$ cat src/rtl/gshare_branch_predictor_pkg.sv
// Shared types for the gshare branch predictor.
// Holds the PHT counter encodings, the BTB kind encodings and the BTB field
// widths derived from the table index width.
package gshare_branch_predictor_pkg;

    localparam int unsigned XLEN = 32;

    // 2-bit saturating counter states; taken when >= PHT_WT
    typedef enum logic [1:0] {
        PHT_SNT = 2'd0,
        PHT_WNT = 2'd1,
        PHT_WT  = 2'd2,
        PHT_ST  = 2'd3
    } pht_e;

    localparam pht_e PHT_RESET = PHT_WNT;

    typedef enum logic {
        BTB_BR  = 1'b0,
        BTB_JMP = 1'b1
    } btb_kind_e;

    // Tag covers the PC bits above the index and the 2-bit word offset
    function automatic int unsigned btb_tag_w(input int unsigned idx);
        return XLEN - idx - 2;
    endfunction

    // Saturating counter step; never wraps at either end
    function automatic pht_e pht_next(input pht_e cnt, input logic taken);
        pht_e nxt;
        case (cnt)
            PHT_SNT: nxt = taken ? PHT_WNT : PHT_SNT;
            PHT_WNT: nxt = taken ? PHT_WT  : PHT_SNT;
            PHT_WT:  nxt = taken ? PHT_ST  : PHT_WNT;
            default: nxt = taken ? PHT_ST  : PHT_WT;
        endcase
        return nxt;
    endfunction

endpackage

$ cat src/rtl/gshare_branch_predictor_if.sv
// Pipeline <-> branch predictor signal bundle.
// master: fetch/execute side (drives PCs and resolution info).
// slave : predictor (drives prediction, redirect, flushes, counters).
interface gshare_branch_predictor_if;

    logic [31:0] if_pc;
    logic [31:0] pred_next_pc;
    logic        pred_taken;
    logic        ex_valid;
    logic        ex_is_branch;
    logic        ex_is_jump;
    logic [31:0] ex_pc;
    logic        ex_taken;
    logic [31:0] ex_target;
    logic [31:0] ex_pred_pc;
    logic [31:0] next_pc;
    logic        flush_if_id;
    logic        flush_id_ex;
    logic [31:0] branch_cnt;
    logic [31:0] mispredict_cnt;

    modport master (
        output if_pc, ex_valid, ex_is_branch, ex_is_jump, ex_pc, ex_taken,
               ex_target, ex_pred_pc,
        input  pred_next_pc, pred_taken, next_pc, flush_if_id, flush_id_ex,
               branch_cnt, mispredict_cnt
    );

    modport slave (
        input  if_pc, ex_valid, ex_is_branch, ex_is_jump, ex_pc, ex_taken,
               ex_target, ex_pred_pc,
        output pred_next_pc, pred_taken, next_pc, flush_if_id, flush_id_ex,
               branch_cnt, mispredict_cnt
    );

endinterface

$ cat src/rtl/gshare_branch_predictor_bp_table.sv
// BTB + PHT storage.
// Ports: clk, reset (sync clear of valid bits, PHT to WNT);
//   rd_*  : combinational IF read (BTB entry at rd_idx, PHT at rd_pht_idx);
//   btb_w*: synchronous BTB entry write; pht_w*: synchronous saturating PHT step.
module bp_table
    import gshare_branch_predictor_pkg::*;
#(
    parameter  int unsigned ENTRIES = 32,
    localparam int unsigned IDX     = $clog2(ENTRIES),
    localparam int unsigned TAG_W   = btb_tag_w(IDX)
) (
    input  logic             clk,
    input  logic             reset,
    input  logic [IDX-1:0]   rd_idx,
    input  logic [IDX-1:0]   rd_pht_idx,
    output logic             rd_valid,
    output logic [TAG_W-1:0] rd_tag,
    output logic [XLEN-1:0]  rd_target,
    output btb_kind_e        rd_kind,
    output pht_e             rd_pht,
    input  logic             btb_we,
    input  logic [IDX-1:0]   btb_widx,
    input  logic [TAG_W-1:0] btb_wtag,
    input  logic [XLEN-1:0]  btb_wtarget,
    input  btb_kind_e        btb_wkind,
    input  logic             pht_we,
    input  logic [IDX-1:0]   pht_widx,
    input  logic             pht_wtaken
);

    typedef struct packed {
        logic [TAG_W-1:0] tag;
        logic [XLEN-1:0]  target;
        btb_kind_e        kind;
    } btb_data_t;

    logic [ENTRIES-1:0] valid_q, valid_d;
    btb_data_t          btb_q [ENTRIES];
    btb_data_t          btb_d [ENTRIES];
    pht_e               pht_q [ENTRIES];
    pht_e               pht_d [ENTRIES];

    // Write port: next-state of the tables
    always_comb begin
        valid_d = valid_q;
        btb_d   = btb_q;
        pht_d   = pht_q;
        if (btb_we) begin
            valid_d[btb_widx] = 1'b1;
            btb_d[btb_widx]   = '{tag: btb_wtag, target: btb_wtarget, kind: btb_wkind};
        end
        if (pht_we) begin
            pht_d[pht_widx] = pht_next(pht_q[pht_widx], pht_wtaken);
        end
    end

    // Valid bits and counters carry learned state, so they are cleared
    always_ff @(posedge clk) begin
        if (reset) begin
            valid_q <= '0;
            for (int i = 0; i < int'(ENTRIES); i++) begin
                pht_q[i] <= PHT_RESET;
            end
        end else begin
            valid_q <= valid_d;
            pht_q   <= pht_d;
        end
    end

    // Payload is meaningless while its valid bit is clear
    always_ff @(posedge clk) begin
        btb_q <= btb_d;
    end

    // Read port returns pre-write contents in an update cycle
    assign rd_valid  = valid_q[rd_idx];
    assign rd_tag    = btb_q[rd_idx].tag;
    assign rd_target = btb_q[rd_idx].target;
    assign rd_kind   = btb_q[rd_idx].kind;
    assign rd_pht    = pht_q[rd_pht_idx];

endmodule

$ cat src/rtl/gshare_branch_predictor.sv
// gshare branch predictor and redirect unit.
// Ports: clk, reset (sync, active-high); bp (slave modport) carries the IF
// lookup, EX resolution inputs, next_pc/flush outputs and perf counters.
// Holds the GHR, redirect logic and counters; tables live in bp_table.
module gshare_branch_predictor
    import gshare_branch_predictor_pkg::*;
#(
    parameter int unsigned BTB_ENTRIES = 32,
    parameter int unsigned GHR_BITS    = 4
) (
    input logic                     clk,
    input logic                     reset,
    gshare_branch_predictor_if.slave bp
);

    localparam int unsigned IDX   = $clog2(BTB_ENTRIES);
    localparam int unsigned TAG_W = btb_tag_w(IDX);

    logic [IDX-1:0]      if_idx, ex_idx, ghr_ext;
    logic [TAG_W-1:0]    if_tag, ex_tag;
    logic                rd_valid;
    logic [TAG_W-1:0]    rd_tag;
    logic [XLEN-1:0]     rd_target;
    btb_kind_e           rd_kind;
    pht_e                rd_pht;
    logic                pred_taken_c;
    logic [XLEN-1:0]     pred_next_pc_c, actual_pc_c, next_pc_c;
    logic                ctl_c, redirect_c, br_upd_c, btb_we_c;
    logic [GHR_BITS-1:0] ghr_q, ghr_d;
    logic [XLEN-1:0]     branch_cnt_q, branch_cnt_d;
    logic [XLEN-1:0]     mispredict_cnt_q, mispredict_cnt_d;
    logic                unused_pc_lsbs;

    assign if_idx  = bp.if_pc[IDX+1:2];
    assign if_tag  = bp.if_pc[XLEN-1:IDX+2];
    assign ex_idx  = bp.ex_pc[IDX+1:2];
    assign ex_tag  = bp.ex_pc[XLEN-1:IDX+2];
    assign ghr_ext = IDX'(ghr_q);
    assign unused_pc_lsbs = ^{bp.if_pc[1:0], bp.ex_pc[1:0]};

    bp_table #(
        .ENTRIES (BTB_ENTRIES)
    ) u_table (
        .clk         (clk),
        .reset       (reset),
        .rd_idx      (if_idx),
        .rd_pht_idx  (if_idx ^ ghr_ext),
        .rd_valid    (rd_valid),
        .rd_tag      (rd_tag),
        .rd_target   (rd_target),
        .rd_kind     (rd_kind),
        .rd_pht      (rd_pht),
        .btb_we      (btb_we_c),
        .btb_widx    (ex_idx),
        .btb_wtag    (ex_tag),
        .btb_wtarget (bp.ex_target),
        .btb_wkind   (bp.ex_is_jump ? BTB_JMP : BTB_BR),
        .pht_we      (br_upd_c),
        .pht_widx    (ex_idx ^ ghr_ext),
        .pht_wtaken  (bp.ex_taken)
    );

    // IF prediction and EX resolution; a redirect overrides the prediction
    always_comb begin
        pred_taken_c   = rd_valid && (rd_tag == if_tag) &&
                         ((rd_kind == BTB_JMP) || (rd_pht >= PHT_WT));
        pred_next_pc_c = pred_taken_c ? rd_target : bp.if_pc + 32'd4;
        ctl_c          = !reset && bp.ex_valid && (bp.ex_is_branch || bp.ex_is_jump);
        actual_pc_c    = (bp.ex_is_jump || bp.ex_taken) ? bp.ex_target : bp.ex_pc + 32'd4;
        redirect_c     = ctl_c && (actual_pc_c != bp.ex_pred_pc);
        // A jump flag wins if both are set: jumps never touch GHR/PHT
        br_upd_c       = ctl_c && bp.ex_is_branch && !bp.ex_is_jump;
        btb_we_c       = ctl_c && (bp.ex_is_jump || bp.ex_taken);
        if (reset) begin
            next_pc_c = bp.if_pc + 32'd4;
        end else if (redirect_c) begin
            next_pc_c = actual_pc_c;
        end else begin
            next_pc_c = pred_next_pc_c;
        end
    end

    // GHR shift and performance counters
    always_comb begin
        ghr_d            = ghr_q;
        branch_cnt_d     = branch_cnt_q;
        mispredict_cnt_d = mispredict_cnt_q;
        if (br_upd_c) begin
            // Truncation drops the oldest bit; also valid for GHR_BITS == 1
            ghr_d = GHR_BITS'({ghr_q, bp.ex_taken});
        end
        if (ctl_c) begin
            branch_cnt_d = branch_cnt_q + 32'd1;
        end
        if (redirect_c) begin
            mispredict_cnt_d = mispredict_cnt_q + 32'd1;
        end
    end

    always_ff @(posedge clk) begin
        if (reset) begin
            ghr_q            <= '0;
            branch_cnt_q     <= '0;
            mispredict_cnt_q <= '0;
        end else begin
            ghr_q            <= ghr_d;
            branch_cnt_q     <= branch_cnt_d;
            mispredict_cnt_q <= mispredict_cnt_d;
        end
    end

    assign bp.pred_next_pc   = pred_next_pc_c;
    assign bp.pred_taken     = pred_taken_c;
    assign bp.next_pc        = next_pc_c;
    assign bp.flush_if_id    = redirect_c;
    assign bp.flush_id_ex    = redirect_c;
    assign bp.branch_cnt     = branch_cnt_q;
    assign bp.mispredict_cnt = mispredict_cnt_q;

endmodule
$ cat src/flat_wrapper.sv
// flat-port wrapper written by rule: the top's interface ports become plain ports
module gshare_branch_predictor_flat import gshare_branch_predictor_pkg::*;
#(
    parameter int unsigned BTB_ENTRIES = 32,
    parameter int unsigned GHR_BITS    = 4
)
  (clk, reset, bp_if_pc, bp_ex_valid, bp_ex_is_branch, bp_ex_is_jump, bp_ex_pc, bp_ex_taken, bp_ex_target, bp_ex_pred_pc, bp_pred_next_pc, bp_pred_taken, bp_next_pc, bp_flush_if_id, bp_flush_id_ex, bp_branch_cnt, bp_mispredict_cnt);
  gshare_branch_predictor_if bp_i ();
  input logic clk;
  input logic reset;
  input wire logic [$bits(bp_i.if_pc)-1:0] bp_if_pc;
  input wire logic [$bits(bp_i.ex_valid)-1:0] bp_ex_valid;
  input wire logic [$bits(bp_i.ex_is_branch)-1:0] bp_ex_is_branch;
  input wire logic [$bits(bp_i.ex_is_jump)-1:0] bp_ex_is_jump;
  input wire logic [$bits(bp_i.ex_pc)-1:0] bp_ex_pc;
  input wire logic [$bits(bp_i.ex_taken)-1:0] bp_ex_taken;
  input wire logic [$bits(bp_i.ex_target)-1:0] bp_ex_target;
  input wire logic [$bits(bp_i.ex_pred_pc)-1:0] bp_ex_pred_pc;
  output wire logic [$bits(bp_i.pred_next_pc)-1:0] bp_pred_next_pc;
  output wire logic [$bits(bp_i.pred_taken)-1:0] bp_pred_taken;
  output wire logic [$bits(bp_i.next_pc)-1:0] bp_next_pc;
  output wire logic [$bits(bp_i.flush_if_id)-1:0] bp_flush_if_id;
  output wire logic [$bits(bp_i.flush_id_ex)-1:0] bp_flush_id_ex;
  output wire logic [$bits(bp_i.branch_cnt)-1:0] bp_branch_cnt;
  output wire logic [$bits(bp_i.mispredict_cnt)-1:0] bp_mispredict_cnt;
  assign bp_i.if_pc = bp_if_pc;
  assign bp_i.ex_valid = bp_ex_valid;
  assign bp_i.ex_is_branch = bp_ex_is_branch;
  assign bp_i.ex_is_jump = bp_ex_is_jump;
  assign bp_i.ex_pc = bp_ex_pc;
  assign bp_i.ex_taken = bp_ex_taken;
  assign bp_i.ex_target = bp_ex_target;
  assign bp_i.ex_pred_pc = bp_ex_pred_pc;
  assign bp_pred_next_pc = bp_i.pred_next_pc;
  assign bp_pred_taken = bp_i.pred_taken;
  assign bp_next_pc = bp_i.next_pc;
  assign bp_flush_if_id = bp_i.flush_if_id;
  assign bp_flush_id_ex = bp_i.flush_id_ex;
  assign bp_branch_cnt = bp_i.branch_cnt;
  assign bp_mispredict_cnt = bp_i.mispredict_cnt;
  gshare_branch_predictor #(.BTB_ENTRIES(BTB_ENTRIES), .GHR_BITS(GHR_BITS)) u_core (.clk(clk), .reset(reset), .bp(bp_i));
endmodule
$ cat config.mk
export PLATFORM = sky130hd
export DESIGN_NAME = gshare_branch_predictor_flat
export DESIGN_NICKNAME = d
export VERILOG_FILES = /design/src/rtl/gshare_branch_predictor_pkg.sv /design/src/rtl/gshare_branch_predictor_if.sv /design/src/rtl/gshare_branch_predictor_bp_table.sv /design/src/rtl/gshare_branch_predictor.sv /design/src/flat_wrapper.sv
export SDC_FILE = /design/constraint.sdc
export NUM_CORES = 2
export LEC_CHECK = 0
export BUFFER_PORTS_ARGS = -buffer_cell sky130_fd_sc_hd__clkbuf_2
export CORE_UTILIZATION = 62
export CTS_CLUSTER_SIZE = 10
export DETAILED_ROUTE_END_ITERATION = 7
export PLACE_DENSITY = 0.8
export SYNTH_ARGS = -nofsm -noshare
export SYNTH_HDL_FRONTEND = slang
export SYNTH_HIERARCHICAL = 1
export SYNTH_SLANG_ARGS = --single-unit
$ cat constraint.sdc
create_clock -name clk -period 8.15 [get_ports clk]
set_input_delay 1.63 -clock clk [delete_from_list [all_inputs] [get_ports clk]]
set_output_delay 1.63 -clock clk [all_outputs]
set_load 0.005 [all_outputs]
==> results.json <==
{
  "fin_crit_sh_pct": 99.05,
  "routedWlPerCell_um": 40.14,
  "hold_start": "u_core/u_table/pht_q[28]$_SDFFE_PP1P_",
  "slew_headroom_pct": -0.4921,
  "cts_tree": "yes",
  "core_mm2": 0.1321,
  "yosysWarnings": 6,
  "syn_area_per_cell_um2": 19.06,
  "r2r_start": "u_core/ghr_q[0]$_SDFFE_PP0P_",
  "cts-buffers-inserted": 222,
  "setup-violations-final": 0,
  "status": "finished, violations left",
  "drv_cap": 2,
  "ant_nets": 0,
  "hold_viol": 0,
  "hp-class": "reg2reg",
  "die_h_um": 367.7,
  "syn-num-nets": 4489,
  "worst_pin_slew_ps": 1504,
  "first_iter_violations": 8698,
  "grt_pass1_wl_um": 369800,
  "fin_nets": 4980,
  "clock_sinks": 2020,
  "ctsHtreeMaxLevel": 4,
  "finClkSkew_ps": 30.49,
  "drc": 34,
  "ios": 265,
  "clockBufferDepth": 3,
  "rows": 133,
  "cp-start-kind": "primary input",
  "drive_above_1_share_pct": 31.01,
  "area_growth_pct": 13.71,
  "dp_slack_ps": 326.7,
  "rsz0062_at_grt": "false",
  "antenna_found_initial": 31,
  "vias": 50360,
  "dieArea_mm2": 0.1352,
  "die_w_um": 367.7,
  "grt_max_degree": 78,
  "endpoint_kind": "output pin",
  "port_buffers": 264,
  "layout_setup_ws_ps": 77.59,
  "root_buffer": "clkbuf_16",
  "synth_area_mm2": 0.08294,
  "layout_common_cells": "edfxtp_1, mux4_2, clkbuf_2",
  "finish.utilization_pct": 71.37,
  "total_leakage_power_nw": 30.20,
  "worstSetupPathType": "in2out",
  "insertion_delay_ps": 860,
  "crit_path_start": "bp_if_pc[3]",
  "cp.arrival_ps": 6440,
  "path_clk_slew_ps": 50,
  "failed_checks": "design-rule violations, max-capacitance violations, max-slew violations",
  "start_util_pct": 62.77,
  "fmax_mhz": 123.9,
  "timing.setup.tns_ps": 0,
  "cellPowerDensity_mw_per_mm2": 231.1,
  "gp_congestion": 1.040,
  "min_period_ps": 8072,
  "vias_per_cell": 7.535,
  "cp_max_fo": 33,
  "place_hpwl_um": 157300,
  "critPathRequiredTime_ps": 6520,
  "ir_worst_vdd_mv": 0.2030,
  "first_global_vias": 48950,
  "slew_violations": 2,
  "dr.pass1.iters": 8,
  "final_common_cell": "edfxtp_1",
  "globalRouteOverflowTotal": 0,
  "grt_usage_pct": 39.99,
  "synthCells": 4351,
  "routed_wl_um": 268300
}
[critical path, cell delays in order]
cell,delay [ps]
buf_8,280
buf_12,280
buf_4,280
mux4_2,350
mux4_2,490
mux2_2,320
xnor2_1,470
nand2_1,110
nor3_1,150
nand3_1,80
or3_2,560
buf_4,300
a21oi_1,320
o21ai_0,140
nor3_1,370
clkbuf_2,190
[per-stage QoR]
step	hold WS [ps]	instances	power [W]	instance area [um^2]
floorplan	433.0	4351	0.01234	82940
global placement	443.9	6373	0.01298	88120
detailed placement	458.5	6373	0.01300	88120
CTS	473.5	6666	0.02178	94260
global route	497.6	6675	0.02220	94290
finish	469.7	6683	0.02179	94310
[worst paths after layout]
kind / cells past startpoint / end / slack, ps
setup / recovery: 16 / bp_next_pc[4] / 80
hold / removal: 2 / u_core/u_table/pht_q[28]$_SDFFE_PP1P_ / 470
setup reg to reg: 9 / u_core/u_table/pht_q[29]$_SDFFE_PP0P_ / 4470
hold reg to reg: 2 / u_core/u_table/pht_q[28]$_SDFFE_PP1P_ / 470
[final cells by class]
| cell class | instances | area [um^2] |
|---|---|---|
| Multi-Input combinational cell | 2042 | 22990 |
| Tap cell | 1755 | 2196 |
| Fill cell | 7672 | 37820 |
| Timing Repair Buffer | 525 | 3806 |
| Antenna cell | 17 | 42.54 |
| Clock buffer | 275 | 5838 |
| Inverter | 31 | 116.4 |
| Clock inverter | 18 | 305.3 |
| Sequential cell | 2020 | 59020 |
[flip-flops by register name, summed over array words and instances (netlist names)]
| name | count |
|---|---|
| u_core/u_table/pht_q | 64 |
| u_core/bp.branch_cnt | 32 |
| u_core/bp.mispredict_cnt | 32 |
| u_core/ghr_q | 4 |
| u_core/u_table/valid_q | 32 |
| u_core/u_table/btb_q | 1856 |
[layer usage]
layer  GRT usage [%]  share of wire (%)
met2           57.60                 44
met5           1.318               0.17
met1           52.71                 33
met3           15.69                 16
met4           21.70                6.7
[what timing repair did]
| item | CTS | global route |
|---|---|---|
| buffers inserted | 0 | 0 |
| resized for setup | 0 | 1 |
| endpoints found under the setup margin | 0 | 7 |
| hold buffers | 0 | 0 |
[power breakdown]
group          total, W  switching (W)  internal, W
Combinational   0.00151       0.000945     0.000560
Clock           0.00891        0.00390      0.00502
Sequential       0.0114      0.0000164       0.0114
Power figures use the tool's default switching activity.
